## config.mk

```make
export PLATFORM = sky130hd
export DESIGN_NAME = booth_mult_ctrl
export DESIGN_NICKNAME = d
export VERILOG_FILES = /design/src/rtl/booth_mult_ctrl.sv
export SDC_FILE = /design/constraint.sdc
export NUM_CORES = 1
export LEC_CHECK = 0
export ABC_AREA = 1
export BUFFER_PORTS_ARGS = -buffer_cell sky130_fd_sc_hd__buf_2
export CORE_ASPECT_RATIO = 1.1
export CORE_MARGIN = 2
export CORE_UTILIZATION = 53
export CTS_CLUSTER_DIAMETER = 80
export DETAILED_ROUTE_END_ITERATION = 10
export PLACE_DENSITY = 0.94
export SYNTH_ARGS = -nofsm -noshare
export SYNTH_HDL_FRONTEND = slang
export SYNTH_SLANG_ARGS = --single-unit
```

## constraint.sdc

```tcl
create_clock -name clk -period 6.49 [get_ports clk]
set_input_delay 0.9735 -clock clk [delete_from_list [all_inputs] [get_ports clk]]
set_output_delay 0.9735 -clock clk [all_outputs]
set_load 0.05 [all_outputs]
```

## src/rtl/booth_mult_ctrl.sv

```systemverilog
// Sequential radix-2 Booth multiplier: control FSM plus the datapath that computes the next value
// of an external (2*WIDTH+1)-bit product register {acc, mplier, booth_bit}.
//
// The register is read back on product_q every cycle. The module reports the low WIDTH bits of
// the product, and a signed-overflow flag, during a one-cycle result-valid pulse.
//
// Ports:
//   clk             rising-edge clock
//   ctrl_reset_n    asynchronous active-low reset
//   ctrl_MULT       start pulse; operands are captured only in this cycle
//   data_operandA   signed multiplicand
//   data_operandB   signed multiplier
//   product_q       current product register contents
//   product_d       next product register value (0 whenever product_we is low)
//   product_we      product register write enable
//   busy            operation in progress (load cycle and shift cycles)
//   data_result     low WIDTH bits of the product, 0 unless data_resultRDY
//   data_exception  product does not fit in WIDTH signed bits, 0 unless data_resultRDY
//   data_resultRDY  one-cycle result-valid pulse
module booth_mult_ctrl #(
  parameter int unsigned WIDTH = 32
) (
  input  logic             clk,
  input  logic             ctrl_reset_n,
  input  logic             ctrl_MULT,
  input  logic [WIDTH-1:0] data_operandA,
  input  logic [WIDTH-1:0] data_operandB,
  input  logic [2*WIDTH:0] product_q,
  output logic [2*WIDTH:0] product_d,
  output logic             product_we,
  output logic             busy,
  output logic [WIDTH-1:0] data_result,
  output logic             data_exception,
  output logic             data_resultRDY
);

  localparam int unsigned CntW = (WIDTH > 1) ? $clog2(WIDTH) : 1;
  localparam logic [CntW-1:0] LastCount = CntW'(WIDTH - 1);

  typedef enum logic [1:0] {
    StIdle,
    StShift,
    StDone
  } state_e;

  state_e          state_q, state_d;
  logic [CntW-1:0] count_q, count_d;
  logic [WIDTH-1:0] mcand_q, mcand_d;

  // Booth step datapath. Accumulator and multiplicand are widened by one sign bit so that
  // acc - mcand cannot overflow even for mcand = -2^(WIDTH-1).
  logic [WIDTH:0]   acc_ext;
  logic [WIDTH:0]   mcand_ext;
  logic [WIDTH:0]   sum;
  logic [2*WIDTH:0] shift_val;
  logic             overflow;

  assign acc_ext   = {product_q[2*WIDTH], product_q[2*WIDTH:WIDTH+1]};
  assign mcand_ext = {mcand_q[WIDTH-1], mcand_q};

  always_comb begin
    sum = acc_ext;
    case (product_q[1:0])
      2'b01:   sum = acc_ext + mcand_ext;
      2'b10:   sum = acc_ext - mcand_ext;
      default: sum = acc_ext;
    endcase
  end

  // Arithmetic right shift of {sum, mplier, booth_bit}: the old booth bit falls off the end.
  assign shift_val = {sum, product_q[WIDTH:1]};

  // Upper half must be a pure sign extension of the low result for the product to fit.
  assign overflow = (product_q[2*WIDTH:WIDTH+1] != {WIDTH{product_q[WIDTH]}});

  always_comb begin
    state_d        = state_q;
    count_d        = count_q;
    mcand_d        = mcand_q;
    product_d      = '0;
    product_we     = 1'b0;
    busy           = 1'b0;
    data_result    = '0;
    data_exception = 1'b0;
    data_resultRDY = 1'b0;

    case (state_q)
      StIdle: begin
      end
      StShift: begin
        busy       = 1'b1;
        product_d  = shift_val;
        product_we = 1'b1;
        count_d    = count_q + 1'b1;
        if (count_q == LastCount) begin
          state_d = StDone;
        end
      end
      StDone: begin
        data_resultRDY = 1'b1;
        data_result    = product_q[WIDTH:1];
        data_exception = overflow;
        state_d        = StIdle;
      end
      default: begin
        state_d = StIdle;
      end
    endcase

    // A start pulse wins in every state; in SHIFT it silently abandons the running operation.
    if (ctrl_MULT) begin
      mcand_d    = data_operandA;
      product_d  = {{WIDTH{1'b0}}, data_operandB, 1'b0};
      product_we = 1'b1;
      busy       = 1'b1;
      count_d    = '0;
      state_d    = StShift;
    end

    // Keep the register write path quiet while reset is held, even if ctrl_MULT is high.
    if (!ctrl_reset_n) begin
      product_d  = '0;
      product_we = 1'b0;
      busy       = 1'b0;
    end
  end

  always_ff @(posedge clk or negedge ctrl_reset_n) begin
    if (!ctrl_reset_n) begin
      state_q <= StIdle;
      count_q <= '0;
      mcand_q <= '0;
    end else begin
      state_q <= state_d;
      count_q <= count_d;
      mcand_q <= mcand_d;
    end
  end

endmodule

```

# == Word-level counts from Yosys, hierarchy flattened ==
# Index checks and enable logic that the tools add are counted.
# word_totals
inputBits,132
output_inout_bits,101
reg_bits,39
word_cells,32
# classes
reduce_logical,3
addsub,3
eq_ne,8
n_mux,15
# ops
operator,n
65-bit two-way mux,3
33-bit case mux with 2 select lines,1
32-bit by 32-bit adder with 33-bit output,1
32-bit by 32-bit subtractor with 33-bit output,1
32-bit two-way mux,1
32-bit != test,1
5-bit two-way mux,2
5-bit by 1-bit adder with 5-bit output (second input constant),1
5-bit equality test (second input constant),1
1-bit two-way mux,5
2-bit by 1-bit equality test with 1-bit output (second input constant),2
2-bit equality test (second input constant),2
2-bit two-way mux,2
2-bit case mux with 2 select lines,1
3-bit != test (second input constant),1
2-bit logical NOT,1
2-bit != test (second input constant),1
2-bit AND reduction,1
2-bit nonzero test,1

# == Depth between registers and ports, before layout ==
# depth
word_depth,5
ltp_mapped,23
mapped_depth_nobuf,23

# == Least setup slack after synthesis ==
# OpenSTA, ideal clock, no wires.
# synth_timing
path_kind,in2out
from,in product_q[0]
to,out product_d[45]
arrival_time_ns,3.682
slack_ns,1.835
n_path_buf,2
cell_stages,16
t_required_ns,5.516
cell_sequence,inv_1 > ha_1 > buf_2 > inv_1 > buf_2 > nand2_1 > o21ai_0 > xor2_1 > inv_1 > ha_1 > a21oi_1 > o21ai_1 > a21oi_1 > nand2_1 > xnor2_1 > a21oi_1
# synth_between
elab_chain_len,5
elab_cells_between_ends,6
classes_between,eq/ne: 2; mux: 4
# synth_rtl
item,line,rtl
"start, declared",28,"input logic [2*WIDTH:0] product_q,"
2-bit equality test or 2-bit by 1-bit equality test with 1-bit output (tied branches),63,case (product_q[1:0])
33-bit case mux with 2 select lines *,63,
65-bit two-way mux *,87,case (state_q)
65-bit two-way mux *,111,if (ctrl_MULT) begin
65-bit two-way mux *,121,if (!ctrl_reset_n) begin
"end, declared",29,"output logic [2*WIDTH:0] product_d,"
# Mark *: on every way between the ends. The rest lies on a longest branch, timed or not.

# == Worst setup path after layout ==
# layout_timing
from,in product_q[0]
to,out product_d[60]
# Same word-level chain as after synthesis.

==> reports/qor.csv <==
metric,value,unit
Reg area,976,sq um
"Seq/Total Area, Yosys",0.161,
I/O Pins,233,
syn avg cell area,5.65,sq um
DR vias/cell,5.27,
Area Overhead vs Synth,22.8,%
Worst R2R Start,count_q[0],
Pwr Density,179,nW/um^2
PortBufs,232,
Starting Density,0.548,
cell area after layout,7440,sq um
Post-synth EDFFs,0,
Crit. End Element,output pin,
outcome,finished clean,
total negative setup slack,0,ns
crit path cell chain,buf_2 > inv_1 > ha_1 > inv_1 > nand2_1 > o21ai_0 > xor2_1 > ha_1 > a21oi_1 > nand2_1 > a21oi_1 > nor2_1 > nor2_1 > nand3_1 > nand2_1 > nor2_1 > nor2_1 > buf_2,
first-pass GRT wire length,31000,microns
Max-slew headroom,0.249,
RSZ-0062 raised after global routing,false,
Placed Instance Area,7270,sq um
#FFs+latches synth,39,
# rows,40,
Max Cap Violations,0,
cell count after synthesis,1073,
area occupied by multi-input gates,4170,sq um
Post-DP HPWL,16100,microns
# DRC,0,
Unique masters post-synth,42,
met2 routed WL,9640,microns
share of layout cells above drive strength 1,0.222,
GR Util All Layers,0.311,
synth top area cells,"dfrtp_1 16%, nand2_1 16%, inv_1 12%",
cts repair resizes,0,
grt ovf,0,
Setup Crit Path Kind,input port to output pin,
DRT Pass-1 Iters,6,
routability cong.,0.972,
ys async rst share,1.00,
drt initial violations,582,
core box area,11100,sq um
Yosys warnings,0,
H-tree Lvls,2,
crit path capture,product_d[60],
Crit path largest cell delay,0.47,ns
CP dominant cell by count,nor2_1,
clock skew,0.00124,ns
ys flop type,dfrtp_1,
initial antenna violation count,1,
RR Endpoint,count_q[4],
"Slowest-stage cell, CP",ha_1,
largest net degree at the start of global routing,88,
worst-skew pair later-pin latency,0.28,ns
Final Max Tran Viols,0,
Num CTS Buffers,5,
FMAX,0.196,GHz
Post-CTS Hold Fix Bufs,0,
clk buf depth,2,
Syn Nets,1242,
crit path time final,5.10,ns
register-to-register setup slack,5.10,ns
die extent in y,116,microns
clk root buf,clkbuf_16,
R2R cell count,5,
Final Hold Vio Count,0,
Worst Setup SP,product_q[0],
Worst Hold Class,register to register,
met3 wire len,1370,microns
DIE AREA,12300,sq um
Startpoint Class,input port,
CP Max Fanout,13,
Post-CTS Setup Bufs,0,
routed vias,7540,
antenna-violating nets left,0,
Clock Sinks,39,
vias in the first global route,6712,
top cell type's share of synthesized area,0.161,
final period utilization,0.786,
"Reg clk slew, reported paths",0.06,ns
Mapped Area,6060,sq um
number of nets in the finished design,1450,
final WL,19800,microns
TritonCTS clock tree,done,
Yosys top cell by area,dfrtp_1,
Static Leak,4.52,nW
worst slew pin tran,1.13,ns
Max Used Layer,met4,
fillcell total,1080,
Final setup viols,0,
routed len/inst,13.8,microns
critical path arrival,4.13,ns
Die W,106,microns
wl on met1,8160,microns
Critical Path RT,5.52,ns
Worst VDD drop,0.180,mV
## state kept, by name, summed over array words and instances (netlist names)
name	flops
count_q	5
mcand_q	32
state_q	2
## layout make-up
cell class	instances	share of cell area
clock buffers	5	0.0168
inverters	199	0.100
multi-input cells	800	0.561
diodes	1	0.000336
flip-flops and latches	39	0.131
clock inverters	3	0.00588
well taps	147	0.0247
repair buffers	236	0.160
## stage by stage
| stage | util | cells | setup WS [ns] | hold WS, ns | power (mW) |
|---|---|---|---|---|---|
| 3_5_place_dp | 0.657 | 1421 | 1.42 | 0.458 | 1.05 |
| 4_1_cts | 0.673 | 1429 | 1.42 | 0.485 | 1.32 |
| 5_1_grt | 0.673 | 1430 | 1.05 | 0.506 | 1.43 |
| 2_1_floorplan | - | 1073 | 1.83 | 0.426 | 0.850 |
| 6_report | 0.673 | 1430 | 1.39 | 0.493 | 1.33 |
| 3_3_place_gp | 0.657 | 1421 | 1.48 | 0.455 | 1.03 |
## placed cells by master (no fill, tap or decap), drive strengths merged
| cell | count |
|---|---|
| nand2 | 264 |
| buf | 236 |
| inv | 197 |
| nor2 | 152 |
| nand3 | 98 |
| o21ai | 94 |
| a21oi | 48 |
| dfrtp | 39 |
| ha | 36 |
| xor2 | 34 |
| nand4 | 15 |
| nor3 | 14 |
| nor4 | 8 |
| o21bai | 6 |
| o211ai | 6 |
| clkbuf | 5 |
| xnor2 | 4 |
| a31oi | 4 |
| clkinv | 4 |
| a21o | 3 |
| or2 | 3 |
| and3 | 2 |
| and2 | 2 |
| o41ai | 2 |
| o32ai | 2 |
| diode | 1 |
| a211oi | 1 |
| o31ai | 1 |
| fa | 1 |
| bufinv | 1 |
## kinds of logic (layout without fill, tap and decap cells)
family | after synthesis | count (layout) | synth area share
flip-flops | 39 | 39 | 0.161
AO/OA/AOI/OAI | 167 | 167 | 0.157
AND/OR/NAND/NOR | 558 | 558 | 0.399
buffers and inverters | 234 | 443 | 0.150
XOR/XNOR | 38 | 38 | 0.0549
adder cells (fa/ha/maj) | 37 | 37 | 0.0776
other | 0 | 1 | 0
## worst max-delay path: cells and delay by family
family,cells,cell delay (ns)
xor gates and xnor gates,1,0.17
and+or+nand+nor,8,0.81
buffers and inverters,4,0.74
adders and majority gates,2,0.84
AOI/OAI and AO/OA,3,0.58
## cells in the mapped netlist (all sizes together), types with 3 or more instances
master / count
inv: 197
xor2: 34
o21ai: 94
nand4: 15
o21bai: 6
dfrtp: 39
buf: 16
nand2: 264
xnor2: 4
nor2: 152
a21o: 3
or2: 3
nand3: 98
clkbuf: 19
ha: 36
nor4: 8
o211ai: 6
a31oi: 4
nor3: 14
a21oi: 48
## worst min-delay path by stage
| stage | from | cells past startpoint | to |
|---|---|---|---|
| final | count_q[3] | 1 | count_q[3] |
| after global routing | count_q[3] | 1 | count_q[3] |
| after CTS | count_q[3] | 1 | count_q[3] |
| after detailed placement | count_q[3] | 1 | count_q[3] |
| after global placement | count_q[3] | 1 | count_q[3] |
| after floorplan | count_q[3] | 1 | count_q[3] |
## power breakdown
part,leakage (nW),total [mW],switching (mW),internal [mW]
sequential,0.479,0.284,0.0209,0.263
combinational,3.96,0.770,0.527,0.243
clock,0.0838,0.277,0.0961,0.181
total,4.52,1.33,0.644,0.687
## routing by layer
| metal | track usage | up-vias |
|---|---|---|
| met5 | 0 | - |
| met4 | 0.130 | 0 |
| met3 | 0.0268 | 45 |
| met2 | 0.547 | 327 |
| met1 | 0.397 | 3338 |
| li1 | - | 3830 |
Note: power is estimated with default switching activity, not from simulation.
